<file path="src/rtl/sram_ctrl_pkg.sv">
// Shared state encoding and default geometry for the SRAM request controller
// and its response FIFO.
package sram_ctrl_pkg;

  localparam int SRAM_ADDR_W = 7;
  localparam int SRAM_DATA_W = 36;
  localparam int SRAM_DEPTH  = 128;

  typedef enum logic {
    ST_INIT = 1'b0,
    ST_RUN  = 1'b1
  } ctrl_state_e;

endpackage

</file>
<file path="src/rtl/sram_resp_fifo.sv">
// Two-entry response FIFO holding SRAM read data until the consumer takes it.
// The occupancy count is exported so the controller can do credit accounting.
module sram_resp_fifo
  import sram_ctrl_pkg::*;
#(
  parameter int DATA_W = SRAM_DATA_W
) (
  input  logic              clk_i,
  input  logic              rst_i,
  input  logic              push_i,
  input  logic [DATA_W-1:0] push_data_i,
  input  logic              pop_i,
  output logic              valid_o,
  output logic [DATA_W-1:0] data_o,
  output logic [1:0]        count_o
);

  logic [DATA_W-1:0] mem_q [2];
  logic              wr_ptr_q, wr_ptr_d;
  logic              rd_ptr_q, rd_ptr_d;
  logic [1:0]        count_q, count_d;

  always_comb begin
    wr_ptr_d = wr_ptr_q;
    rd_ptr_d = rd_ptr_q;
    count_d  = count_q;
    if (push_i) wr_ptr_d = ~wr_ptr_q;
    if (pop_i)  rd_ptr_d = ~rd_ptr_q;
    // Push and pop in the same cycle leave the occupancy unchanged.
    case ({push_i, pop_i})
      2'b10:   count_d = count_q + 2'd1;
      2'b01:   count_d = count_q - 2'd1;
      default: count_d = count_q;
    endcase
  end

  always_ff @(posedge clk_i) begin
    if (rst_i) begin
      wr_ptr_q <= 1'b0;
      rd_ptr_q <= 1'b0;
      count_q  <= 2'd0;
    end else begin
      wr_ptr_q <= wr_ptr_d;
      rd_ptr_q <= rd_ptr_d;
      count_q  <= count_d;
    end
  end

  always_ff @(posedge clk_i) begin
    if (push_i) mem_q[wr_ptr_q] <= push_data_i;
  end

  assign valid_o = (count_q != 2'd0);
  assign data_o  = mem_q[rd_ptr_q];
  assign count_o = count_q;

endmodule

</file>
<file path="src/rtl/sram_rw_ctrl.sv">
// Request-side controller for the 128x36 single-port masked SRAM (RW0_* port).
// Optional post-reset zero sweep of the array is enabled by SRAM_RESET_INIT_EN.
module sram_rw_ctrl
  import sram_ctrl_pkg::*;
#(
  parameter int ADDR_W = SRAM_ADDR_W,
  parameter int DATA_W = SRAM_DATA_W,
  parameter int DEPTH  = SRAM_DEPTH
) (
  input  logic              clock,
  input  logic              reset,
  input  logic              req_valid,
  output logic              req_ready,
  input  logic              req_write,
  input  logic [ADDR_W-1:0] req_addr,
  input  logic [DATA_W-1:0] req_wmask,
  input  logic [DATA_W-1:0] req_wdata,
  output logic              resp_valid,
  input  logic              resp_ready,
  output logic [DATA_W-1:0] resp_data,
  output logic [ADDR_W-1:0] sram_addr,
  output logic              sram_en,
  output logic              sram_wmode,
  output logic [DATA_W-1:0] sram_wmask,
  output logic [DATA_W-1:0] sram_wdata,
  input  logic [DATA_W-1:0] sram_rdata,
  output logic              init_done
);

  if (DEPTH != (1 << ADDR_W)) begin : g_depth_chk
    $error("sram_rw_ctrl: DEPTH must equal 2**ADDR_W");
  end

  logic              run;
  logic              init_active;
  logic [ADDR_W-1:0] sweep_addr;
  logic              rd_pend_q, rd_pend_d;
  logic [1:0]        count;
  logic [2:0]        occ;
  logic              pop;
  logic              req_fire;

`ifdef SRAM_RESET_INIT_EN
  localparam logic [ADDR_W-1:0] LAST_ADDR = ADDR_W'(DEPTH - 1);

  ctrl_state_e       state_q, state_d;
  logic [ADDR_W-1:0] sweep_q, sweep_d;

  always_ff @(posedge clock) begin
    if (reset) begin
      state_q <= ST_INIT;
      sweep_q <= '0;
    end else begin
      state_q <= state_d;
      sweep_q <= sweep_d;
    end
  end

  always_comb begin
    state_d = state_q;
    sweep_d = sweep_q;
    if (state_q == ST_INIT) begin
      sweep_d = sweep_q + ADDR_W'(1);
      if (sweep_q == LAST_ADDR) state_d = ST_RUN;
    end
  end

  assign run         = (state_q == ST_RUN);
  assign init_active = (state_q == ST_INIT);
  assign sweep_addr  = sweep_q;
`else
  assign run         = 1'b1;
  assign init_active = 1'b0;
  assign sweep_addr  = '0;
`endif

  assign init_done = run;

  // Credit: buffered responses plus the read whose data arrives next cycle.
  assign occ       = {1'b0, count} + {2'b00, rd_pend_q};
  assign pop       = resp_valid && resp_ready;
  assign req_ready = !reset && run && (req_write || (occ < 3'd2) || pop);
  assign req_fire  = req_valid && req_ready;
  assign rd_pend_d = req_fire && !req_write;

  always_ff @(posedge clock) begin
    if (reset) rd_pend_q <= 1'b0;
    else       rd_pend_q <= rd_pend_d;
  end

  always_comb begin
    sram_en    = req_fire;
    sram_wmode = req_write;
    sram_addr  = req_addr;
    sram_wmask = req_wmask;
    sram_wdata = req_wdata;
    if (init_active) begin
      sram_en    = !reset;
      sram_wmode = 1'b1;
      sram_addr  = sweep_addr;
      sram_wmask = '1;
      sram_wdata = '0;
    end
  end

  sram_resp_fifo #(
    .DATA_W (DATA_W)
  ) u_resp_fifo (
    .clk_i       (clock),
    .rst_i       (reset),
    .push_i      (rd_pend_q),
    .push_data_i (sram_rdata),
    .pop_i       (pop),
    .valid_o     (resp_valid),
    .data_o      (resp_data),
    .count_o     (count)
  );

endmodule

</file>
<file path="config.mk">
export PLATFORM = sky130hd
export DESIGN_NAME = sram_rw_ctrl
export DESIGN_NICKNAME = d
export VERILOG_FILES = /design/src/rtl/sram_ctrl_pkg.sv /design/src/rtl/sram_resp_fifo.sv /design/src/rtl/sram_rw_ctrl.sv
export SDC_FILE = /design/constraint.sdc
export NUM_CORES = 1
export LEC_CHECK = 0
export ABC_CLOCK_PERIOD_IN_PS = 3100
export BUFFER_PORTS_ARGS = -buffer_cell sky130_fd_sc_hd__buf_2
export CAP_MARGIN = 0
export CORE_MARGIN = 4
export CORE_UTILIZATION = 41
export CTS_CLUSTER_SIZE = 40
export DETAILED_ROUTE_END_ITERATION = 10
export GPL_TIMING_DRIVEN = 0
export PLACE_DENSITY = 0.8
export REMOVE_ABC_BUFFERS = 1
export SETUP_SLACK_MARGIN = 0.4
export SYNTH_ARGS = -nofsm -noshare
export SYNTH_HDL_FRONTEND = slang
export SYNTH_SLANG_ARGS = --single-unit
</file>
<file path="constraint.sdc">
create_clock -name clock -period 3.1 [get_ports clock]
set_input_delay 0.465 -clock clock [delete_from_list [all_inputs] [get_ports clock]]
set_output_delay 0.465 -clock clock [all_outputs]
set_load 0.01 [all_outputs]
</file>
==> impl_results.md <==
* Synth Area in Compound Gates at 0.651%
* Worst-case clock skew at about 0.0087 ns
* Synth top area cells: edfxtp_1, buf_4, mux2_2, dfxtp_1, xnor2_1
* Finish-stage setup viols at 0
* Placed insts at 325
* Sink Count at 78
* Yosys warning count at 0
* Post-DP HPWL at around 12 mm
* Total Routing Usage GR at between 20% and 30%
* Gr ovfl total at 0
* Top Ports at 240
* Wirelength per Cell at between 40 and 50 um
* Port Buffers at 80
* Net Sw Frac at 23.3%
* Number of global-route vias before repair at 1774
* Synth cell count leaders: buf_4, edfxtp_1, mux2_2
* Post-Syn Area per Cell at 15.5 sq um
* First-pass DRT Iterations at 4
* Layout cells sized above 1 at 58.1%
* Maximum clock rate at about 0.48 GHz
* Initial Utilization at 42.1%
* Area share of the largest cell type after synthesis at 62.5%
* Crit share post-route at 67.9%
* Num rows at 33
* Antenna diode count at 0
* Clock Latency Late Sink at about 0.34 ns
* Max_cap viols at 0
* Post-CTS Setup Inserts at 0
* Final routed DRC violation total at 0
* Initial antenna violation count at 0
* Outcome: completed
* Critical Path RT at 2.63 ns
* Clk pin slew, worst setup/hold paths at roughly 0.08 ns
* CTS max path bufs at 2
* Combinational share of power at 12.9%
* Total length of routed wires at 13.7 mm
* Ys flop type: edfxtp_1
* Final net count at ~350
* Cell Pwr Density at approximately 610 nW/um^2
* Critical path arrival at about 1.6 ns
* Cell Area, Placed at approximately 3400 sq um
* Full die area at 9970 sq um
* Yosys top cell by area: edfxtp_1
* Number of distinct library cells after synthesis at 21
* H-tree levels at 3
* Fraction of registers with async set or reset after synthesis at 0%
* Final Non-Filler Cells at 341
* Chip height at between 90 and 100 um
* Post-synthesis mux area share at a little under an eighth
* Core Area at 8220 sq um
* Post-Syn Instances at between 200 and 250
* Chip width at 99.9 um
* Simple logic cell fraction of the synthesized area at 1.81%
* RSZ-0062 raised after global routing: false
* CTS root buffer: clkbuf_8
* Fillers at between 700 and 800
* Startpoint Class: register
* Shortest period the worst path allows at 2.10 ns
* Largest family of logic cells by synthesized area: buffers and inverters
* Seq. cell area at 2280 sq um
* Count leader, synth: buf_4
* P_sw at 515 uW
* XOR/XNOR Fraction of Synth Area at 1.01%
* EDFF count, synth at 72
* Hold WS at 0.310 ns
* Routability congestion estimate from global placement at 0.891
* Post-CTS sizing at 0
* Via/cell ratio at 5.09
* TritonCTS clock tree: done
* Endpoints failing hold at 0
* Max FO, Critical Path at 24
* Total number of vias at 1735
* Critical path class: reg2out
* Sequential area share after synthesis at 66.0%
* Detail Route Antenna Nets at 0
* Slew Limit Fails at 0
* Maximum VDD drop at 0.271 mV
* Cell area after layout at 3630 sq um
* Clock power share at 32.6%
* Post-synthesis adder-cell area fraction at 0.362%
* P_leak at roughly 1.3 nW
* Pin count of the biggest net entering global routing at 25
* Sequential power share at 54.5%
* P_int at 1.70 mW
* CTS Hold Buffers Added at 0
* Multi-input gate area at 551 sq um
* Number of synthesized register bits at 78
* CP endpoint kind: primary output
* DR iter-0 viols at 35
* Syn-to-layout area delta at 4.81%
* CTS buffer count at 9
* Hold Path Class: in2reg
* Mapped cell area at 3460 sq um
* First-pass GRT wire length at 17.1 mm
-- layer usage --
| layer | vias to the layer above | wire [um] | track usage (%) |
|---|---|---|---|
| met3 | 15 | 3820 | 37.5 |
| met2 | 204 | 6970 | 48.5 |
| met5 | - | 0 | 0 |
| met1 | 797 | 2600 | 14.7 |
| li1 | 719 | - | - |
| met4 | 0 | 286 | 4.20 |
-- sequential cells by signal, indices dropped and copies added (netlist names), named ones only --
name	flops
rd_pend_q	1
u_resp_fifo.count_o	2
u_resp_fifo.mem_q	72
u_resp_fifo.rd_ptr_q	1
u_resp_fifo.wr_ptr_q	1
-- path summary, 6_finish.rpt --
kind                                       start  cells after the start  slack, ns                                   to
max                                     register                      3        1.0                        resp_data[27]
min                                sram_rdata[4]                      1       0.31    u_resp_fifo.mem_q[0][4]$_DFFE_PP_
max reg2reg  u_resp_fifo.count_o[0]$_SDFFE_PP0P_                      4       1.65  u_resp_fifo.count_o[1]$_SDFFE_PP0P_
min reg2reg    u_resp_fifo.rd_ptr_q$_SDFFE_PP0P_                      2       0.52    u_resp_fifo.rd_ptr_q$_SDFFE_PP0P_
-- stage by stage --
stage               TNS, ns  util (%)  setup WS [ns]  power (mW)
floorplan                 0         -          0.727        1.39
global placement     -10.31      40.9         -0.288        1.50
global route              0      44.1          0.883        2.32
detailed placement        0      41.8           1.33        1.52
CTS                       0      44.1          0.943        2.24
finish                    0      44.1          0.995        2.21
-- kinds of logic after synthesis --
kind of cell | count (synthesis)
AOI/OAI and AO/OA | 4
xor gates and xnor gates | 4
adders and majority gates | 1
buffers and inverters | 87
DFF | 78
muxes | 36
other | 1
and+or+nand+nor | 12
-- power by group through the flow --
stage               logic, mW  clock network, mW  registers [mW]
floorplan               0.151                  0            1.24
CTS                     0.289              0.746            1.21
finish                  0.285              0.721            1.21
global route            0.309              0.799            1.21
detailed placement      0.286                  0            1.23
global placement        0.250                  0            1.25
-- critical path, cell delays in order (launching register included) --
cell     delay, ns
dfxtp_2       0.56
buf_12        0.23
mux2_2        0.35
buf_2         0.15
-- final cells by class --
cell class | instances | share of cell area, %
flip-flops and latches | 78 | 63.0
multi-input cells | 58 | 15.2
repair buffers | 83 | 12.9
well taps | 105 | 3.62
clock buffers | 9 | 3.42
clock inverters | 7 | 1.79
inverters | 1 | 0.104
-- cells in the final DEF (no fill, tap or decap) --
master | netlist | final
mux2_2 | 36 | 36
xor2_1 | 1 | 1
o21ai_0 | 1 | 1
buf_12 | 0 | 2
or3_1 | 1 | 1
nor3_1 | 1 | 1
nor2_4 | 0 | 1
or2_2 | 1 | 1
dfxtp_2 | 0 | 1
buf_2 | 4 | 80
inv_1 | 1 | 1
dfxtp_1 | 6 | 5
xnor2_1 | 3 | 3
nor2_1 | 6 | 5
conb_1 | 1 | 1
clkinv_2 | 0 | 1
clkinvlp_4 | 0 | 3
clkbuf_8 | 0 | 9
and2_2 | 0 | 1
a21oi_1 | 2 | 2
nor4b_1 | 1 | 1
edfxtp_1 | 72 | 72
o21a_1 | 1 | 1
nor3b_1 | 1 | 1
clkinv_1 | 0 | 2
buf_16 | 0 | 1
ha_1 | 1 | 1
bufinv_16 | 0 | 1
(Power assumes the default switching activity.)
